[src/rtl/prio_decoder_seq.sv]
`default_nettype none
// ============================================================================
// Module      : prio_decoder_seq
// Description : Registered 3-to-8 one-hot decoder with valid/ready handshake,
//               sticky line accumulator, duplicate pulse and accept counter.
// Revision    : 1.0 - initial release
// ============================================================================
module prio_decoder_seq #(
    parameter int CODE_W = 3,
    parameter int CNT_W  = 8,
    localparam int N     = 2**CODE_W
) (
    input  logic              clk,
    input  logic              rst,
    input  logic [CODE_W-1:0] in_code,
    input  logic              in_valid,
    output logic              in_ready,
    output logic [N-1:0]      out_onehot,
    output logic              out_valid,
    input  logic              out_ready,
    input  logic              acc_clr,
    output logic [N-1:0]      acc,
    output logic              acc_full,
    output logic              dup,
    output logic [CNT_W-1:0]  accept_cnt
);

    localparam logic [N-1:0]     c_one_n   = {{(N-1){1'b0}}, 1'b1};
    localparam logic [CNT_W-1:0] c_one_cnt = {{(CNT_W-1){1'b0}}, 1'b1};

    logic [N-1:0]     r_onehot;
    logic             r_valid;
    logic [N-1:0]     r_acc;
    logic             r_dup;
    logic [CNT_W-1:0] r_cnt;

    logic             w_accept;
    logic             w_deliver;
    logic [N-1:0]     w_dec;

    // Ready looks only at the output stage, so upstream never sees a path
    // from its own valid back into ready.
    assign in_ready  = !r_valid || out_ready;
    assign w_accept  = in_valid && in_ready;
    assign w_deliver = r_valid && out_ready;
    assign w_dec     = c_one_n << in_code;

    always_ff @(posedge clk) begin
        if (rst) begin
            r_onehot <= '0;
            r_valid  <= 1'b0;
            r_acc    <= '0;
            r_dup    <= 1'b0;
            r_cnt    <= '0;
        end else begin
            // A fresh accept wins over a delivery: the slot is refilled in place.
            if (w_accept) begin
                r_onehot <= w_dec;
                r_valid  <= 1'b1;
            end else if (w_deliver) begin
                r_onehot <= '0;
                r_valid  <= 1'b0;
            end

            if (acc_clr) begin
                r_acc <= w_accept ? w_dec : '0;
            end else if (w_accept) begin
                r_acc <= r_acc | w_dec;
            end

            r_dup <= w_accept && !acc_clr && (|(r_acc & w_dec));

            if (w_accept) begin
                r_cnt <= r_cnt + c_one_cnt;
            end
        end
    end

    assign out_onehot = r_onehot;
    assign out_valid  = r_valid;
    assign acc        = r_acc;
    assign acc_full   = &r_acc;
    assign dup        = r_dup;
    assign accept_cnt = r_cnt;

endmodule
`default_nettype wire
[config.mk]
export PLATFORM = sky130hd
export DESIGN_NAME = prio_decoder_seq
export DESIGN_NICKNAME = d
export VERILOG_FILES = /design/src/rtl/prio_decoder_seq.sv
export SDC_FILE = /design/constraint.sdc
export NUM_CORES = 1
export LEC_CHECK = 0
export CAP_MARGIN = 25
export CORE_MARGIN = 2
export CORE_UTILIZATION = 44
export CTS_CLUSTER_SIZE = 30
export DETAILED_ROUTE_END_ITERATION = 12
export PLACE_DENSITY = 0.8
export SYNTH_ARGS = -nofsm -noshare
export SYNTH_HDL_FRONTEND = slang
export SYNTH_SLANG_ARGS = --single-unit
[constraint.sdc]
create_clock -name clk -period 1.3 [get_ports clk]
set_input_delay 0.13 -clock clk [delete_from_list [all_inputs] [get_ports clk]]
set_output_delay 0.13 -clock clk [all_outputs]
set_load 0.05 [all_outputs]
==> results of run 1 <==
[registers in the layout (all words and copies together) (netlist names)]
register and flops:
acc 8, accept_cnt 8, out_onehot 8, dup 1
out_valid 1
[metrics by stage]
stage | hold WS (ps) | instance area (µm²) | std cells | util, %
4_1_cts | 394 | 2020 | 203 | 83.0
6_report | 183 | 2120 | 211 | 87.2
3_5_place_dp | 490 | 1930 | 195 | 79.5
5_1_grt | 188 | 2120 | 211 | 87.2
2_1_floorplan | 210 | 1150 | 115 | -
3_3_place_gp | 488 | 1930 | 195 | 79.5
[cells by family after synthesis]
kind of cell	Yosys count	share of synthesized area [%]
buffers and inverters	10	5.33
adder cells (fa/ha/maj)	1	1.13
AND/OR/NAND/NOR	44	21.9
AO/OA/AOI/OAI	29	20.4
XOR/XNOR	5	3.97
flip-flops	26	47.2
[final cells by class]
type                       count  area (µm²)
clock buffer                   4        36.3
tap                           30        37.5
multi-input combinational     79         574
sequential                    26         569
inverter                       3        11.3
fill                         116         310
timing repair buffer          69         893
[worst max-delay path by stage]
| stage | to | slack (ps) | cells past startpoint |
|---|---|---|---|
| after floorplan | accept_cnt[6]$_SDFFE_PP0P_ | 10 | 4 |
| after global placement | acc[0]$_SDFFE_PP0P_ | -230 | 5 |
| after detailed placement | acc[1]$_SDFFE_PP0P_ | -330 | 5 |
| after CTS | acc_full | -10 | 3 |
| after global routing | out_onehot[3]$_SDFFE_PP0P_ | -170 | 4 |
| final | out_onehot[3]$_SDFFE_PP0P_ | -70 | 4 |
[cells in the final DEF, fill, tap and decap left out, drive strengths merged, types with 3 or more instances in the layout]
| cell type | count |
|---|---|
| nand2b | 3 |
| o21ai | 3 |
| nand3 | 3 |
| a21o | 16 |
| nand3b | 3 |
| dlymetal6s2s | 3 |
| clkbuf | 4 |
| clkdlybuf4s50 | 4 |
| dfxtp | 26 |
| nor4 | 3 |
| and3 | 3 |
| inv | 3 |
| nand4 | 5 |
| nand2 | 5 |
| buf | 62 |
| nor2 | 12 |
| xor2 | 4 |
| a21oi | 4 |
[timing repair]
item / CTS / global route
pin swaps: 3 / 4
endpoints found under the setup margin: 2 / 13
resized for setup: 6 / 11
setup buffers: 4 / 8
[per-layer routing]
layer	wire (µm)	global-route usage [%]	vias to the layer above
li1	-	-	544
met1	1570	30.4	598
met2	2110	44.9	63
met3	274	6.67	26
met4	229	16.3	0
met5	0	0	-
[power groups by stage]
stage | Combinational, mW | Clock, mW | Sequential (mW)
after floorplan | 0.0968 | 0 | 0.923
after global placement | 0.329 | 0 | 0.864
after detailed placement | 0.340 | 0 | 0.865
after CTS | 0.352 | 0.423 | 0.836
after global routing | 0.404 | 0.463 | 0.830
final | 0.389 | 0.439 | 0.828
[worst register-to-register path, cell delays in order (launching register included)]
cell      delay (ps)
dfxtp_4          390
nand2b_4         110
nand2_2          150
nor4_1           540
a21o_1           150
==> summary.md, run 1 <==
Run status
* **run status** finished, violations left
* **violated checks** negative setup slack

Detailed routing
* **total wire length** 4180 µm
* **total via count in the routed design** 1231
* **number of nets still failing antenna checks after routing** 0
* **detailed-routing iteration count for the pre-antenna-repair pass** 4
* **via count normalized by instance count** 5.83
* **count of unresolved DRC violations after routing** 0
* **Iter 0 DRT Violations** 31
* **Routed WL per cell** 19.8 µm

Setup path
* **cell breakdown of the critical path** nand2b_4 -> nand2_2 -> nor4_1 -> a21o_1
* **dominant delay contributor by cell family on the critical path** simple AND/OR/NAND/NOR gates
* **worst setup path startpoint** out_valid$_SDFFE_PP0P_
* **CP bufs+invs** 0
* **Worst R2R Setup Slack** -70 ps
* **Crit Reg-Reg Startpoint** out_valid$_SDFFE_PP0P_
* **start-to-end type of the worst setup path** reg2reg
* **crit end category** register
* **endpoint of the worst register-to-register path** out_onehot[3]$_SDFFE_PP0P_
* **CP max stage delay** 540 ps
* **Max Fanout on Critical Path** 7
* **cell at the slowest stage of the critical path** nor4_1
* **Required @ worst endpoint** 1600 ps
* **r2r worst-path depth** 4
* **worst path arrival time** 1680 ps
* **type of origin of the critical path** register

Placement
* **setup slack at placement** -325 ps
* **routability cong.** 0.843
* **half-perimeter wire length after placement** 2500 µm
* **count of buffers inserted at the top-level ports** 35

Logic synthesis
* **Synth Area per Inst** 9.59 µm²
* **share of Yosys cell area claimed by the top area cell type** 47.2%
* **Post-Syn Area** 1100 µm²
* **net count after synthesis** 124
* **count of state elements after synthesis** 26
* **dominant cell by count in the synthesized netlist** dfxtp_1
* **number of library cell types mapped by synthesis** 36
* **most instantiated cells after synthesis** 26 x dfxtp_1, 16 x a21o_1, 12 x nor2_1
* **prevailing post-synth register cell** dfxtp_1
* **number of instances in the synthesized netlist** 115
* **number of enable-type register cells in the synthesized netlist** 0
* **asr flop ratio synth** 0%
* **count of yosys warnings during synthesis** 0
* **sequential cell area fraction in the yosys report** 47.2%
* **Synth area leaders** dfxtp_1 47%, a21o_1 11%, nor2_1 4.1%
* **post-synth top area cell** dfxtp_1

GRT
* **total congestion overflow after global routing** 0
* **global-route total usage across every layer** 26.8%
* **initial antenna violation count** 0
* **wire length of the first global-routing pass** 5600 µm
* **pin count of the biggest net entering global routing** 15
* **via count of the first global-routing pass** 1193

Timing
* **Tmin final** 1370 ps
* **minimum setup slack in the final design** -72.8 ps
* **pin slew with the least headroom to its limit** 569 ps
* **Slew HR** 61.7%
* **Final Hold Fails** 0
* **Worst Clk Skew** 8.02 ps
* **final count of pins violating max slew** 0
* **aggregate negative setup slack** -175 ps
* **highest attainable clock frequency** 0.728 GHz
* **unrepaired setup endpoints after global routing** yes
* **share of the clock period used by the worst path** 106%
* **final setup violating endpoints** 4

Clocking
* **Reg clk slew, reported paths** 150 ps
* **CTS tree** done
* **number of buffers added by the clock tree synthesis step** 3
* **CTS sink count** 26
* **deepest clock path buffer count** 2
* **clk_lat worst skew** 340 ps
* **Post-CTS Hold Fix Bufs** 0
* **clk root buf** clkbuf_4
* **total number of H-tree levels** 1

Floorplanning
* **core area** 2430 µm²
* **total die area** 2920 µm²
* **chip height** 54.1 µm
* **number of I/O pins** 36
* **die outline width** 54.1 µm
* **placement row count** 18
* **initial standard-cell utilization of the core** 45.3%

Cells and area
* **fraction of layout instances using a drive strength above 1** 51.4%
* **Synth-to-Final Area Change** 92.5%
* **n_diodes** 0
* **Final Net Count** 191

Pwr
* **clock share of power** 26.5%
* **combinational power share** 23.5%
* **P_sw** 0.493 mW
* **switching part of the total power** 29.8%
* **PwrDens** 780 nW/µm²
* **total internal power** 1.16 mW
* **Static Leak** 1.02 nW
* **Sequential Power Share** 50.0%
* **Overall Power** 1.66 mW
* **worst voltage drop across the vdd grid** 0.862 mV

Min path
* **worst min-delay path startpoint** in_valid
* **Hold Path Stages** 3
* **sink of the worst hold path** out_valid$_SDFFE_PP0P_
* **type of the most critical hold path** in2reg

Flow run
* **max-cap check violation count** 0

Power figures use the tool's default switching activity.
==> run 2: changes to the inputs <==
- REMOVE_ABC_BUFFERS: not set -> 1
==> summary.md, run 2 (same netlist as run 1, synthesis figures left out) <==
Run status
* **run status** finished, final reports clean

Floorplanning
* **die outline width** 54.1 µm, unchanged
* **placement row count** 18, unchanged
* **number of I/O pins** 36, unchanged
* **initial standard-cell utilization of the core** 45.3%, unchanged
* **chip height** 54.1 µm, unchanged
* **total die area** 2920 µm², unchanged
* **core area** 2430 µm², unchanged

Timing
* **share of the clock period used by the worst path** 100%, -5.6 points
* **highest attainable clock frequency** 0.770 GHz, +5.6%
* **Worst Clk Skew** 1.11 ps, -6.91 ps
* **pin slew with the least headroom to its limit** 296 ps, -273 ps
* **Slew HR** 80.0%, +18 points
* **final count of pins violating max slew** 0, unchanged
* **worst hold slack across all endpoints** 417 ps, +234 ps
* **minimum setup slack in the final design** 0.481 ps, +73.3 ps
* **Tmin final** 1300 ps, -73.3 ps
* **unrepaired setup endpoints after global routing** yes
* **Final Hold Fails** 0, unchanged
* **final setup violating endpoints** 0, -4

Clocking
* **CTS sink count** 26, unchanged
* **deepest clock path buffer count** 2, unchanged
* **Post-CTS Hold Fix Bufs** 0, unchanged
* **Reg clk slew, reported paths** 130 ps, -20 ps
* **clk root buf** clkbuf_4
* **CTS tree** done
* **number of buffers added by the clock tree synthesis step** 3, unchanged
* **clk_lat worst skew** 320 ps, -20 ps
* **total number of H-tree levels** 1, unchanged

Pwr
* **worst voltage drop across the vdd grid** 1.18 mV, +37%
* **Overall Power** 1.75 mW, +5.5%
* **PwrDens** 845 nW/µm², +8.3%
* **Static Leak** 0.970 nW, -4.4%

Detailed routing
* **total wire length** 3350 µm, -20%
* **Routed WL per cell** 16.1 µm, -19%
* **via count normalized by instance count** 5.35, -8.4%
* **detailed-routing iteration count for the pre-antenna-repair pass** 4, unchanged
* **Iter 0 DRT Violations** 44, +42%
* **number of nets still failing antenna checks after routing** 0, unchanged
* **count of unresolved DRC violations after routing** 0, unchanged
* **total via count in the routed design** 1112, -9.7%

Cells and area
* **Final Net Count** 188, -1.6%
* **fill cell instance count of the final layout** 120, +3.4%
* **Synth-to-Final Area Change** 87.5%
* **n_diodes** 0, unchanged
* **top library cells by usage in the layout, fill and taps aside** 29 x buf_4, 28 x buf_12, 16 x a21o_1
* **fraction of layout instances using a drive strength above 1** 48.3%, -3.1 points
* **leading cell type in the layout, fill and taps excluded** buf_4

Setup path
* **dominant delay contributor by cell family on the critical path** flip-flops
* **cell breakdown of the critical path** buf_6 -> nand4_1 -> nor2_2 -> buf_12
* **Required @ worst endpoint** 1170 ps, -430 ps
* **CP bufs+invs** 2, +2
* **worst path arrival time** 1170 ps, -510 ps
* **type of origin of the critical path** register
* **start-to-end type of the worst setup path** reg2out
* **cell at the slowest stage of the critical path** dfxtp_2
* **r2r worst-path depth** 5, +1
* **crit end category** output pin
* **stages on the worst setup path** 4, unchanged
* **CP max stage delay** 360 ps, -180 ps
* **Max Fanout on Critical Path** 2, -5

Placement
* **setup slack at placement** -348 ps, -22.9 ps
* **routability cong.** 0.807, -4.3%
* **half-perimeter wire length after placement** 2450 µm, -2.1%
* **count of buffers inserted at the top-level ports** 35, unchanged

GRT
* **global-route total usage across every layer** 23.7%, -3.1 points
* **initial antenna violation count** 0, unchanged
* **total congestion overflow after global routing** 0, unchanged
* **pin count of the biggest net entering global routing** 16, +1
* **via count of the first global-routing pass** 1014, -15%
* **wire length of the first global-routing pass** 4910 µm, -12%

Min path
* **Hold Path Stages** 2, -1
* **type of the most critical hold path** in2reg

Flow run
* **max-cap check violation count** 0, unchanged

## run 2: layout make-up
type,instances,area (µm²),share of cell area [%]
clock inverter,1,30.0,1.45
timing repair buffer,66,871,42.1
clock buffer,3,22.5,1.09
inverter,3,11.3,0.545
tap,30,37.5,1.82
multi-input combinational,79,553,26.8
sequential,26,542,26.2
## run 2: where the power goes
part | internal, mW | switching [mW]
combinational | 0.181 | 0.183
sequential | 0.815 | 0.0217
clock | 0.312 | 0.234
total | 1.31 | 0.439
## run 2: final timing paths
check | slack (ps) | startpoint | to
worst max-delay path | 0.5 | acc[1]$_SDFFE_PP0P_ | acc_full
worst min-delay path | 420 | acc_clr | dup$_SDFF_PP0_
worst max register to register | 30 | acc[1]$_SDFFE_PP0P_ | dup$_SDFF_PP0_
worst min register to register | 530 | acc[2]$_SDFFE_PP0P_ | acc[2]$_SDFFE_PP0P_
## run 2: per-layer routing
layer	track usage, %	part of all wire (%)	up-vias
met4	2.50	0.57	0
met5	0	0	-
met3	6.11	4.8	2
met1	30.1	42	532
li1	-	-	541
met2	41.5	53	37
## run 2: repair_timing
| action | in CTS | in global routing |
|---|---|---|
| pin swaps | 3 | 0 |
| setup endpoints to repair | 8 | 9 |
| cloned | 0 | 0 |
| resized for setup | 17 | 7 |
| buffers inserted | 2 | 1 |
## run 2: stage by stage
stage	setup TNS, ps	std cells	instance area, µm²	utilization [%]
3_5_place_dp	-6860	201	1930	79.5
5_1_grt	-163	208	2070	85.0
2_1_floorplan	-14300	108	1050	-
6_report	0	208	2070	85.0
4_1_cts	0	207	2040	83.8
3_3_place_gp	-4980	201	1930	79.5
==> run 3: changes to the inputs <==
- SLEW_MARGIN: not set -> 20
==> results of run 3 <==
Same layout as run 2: the final DEF is identical, and so are final timing and power.
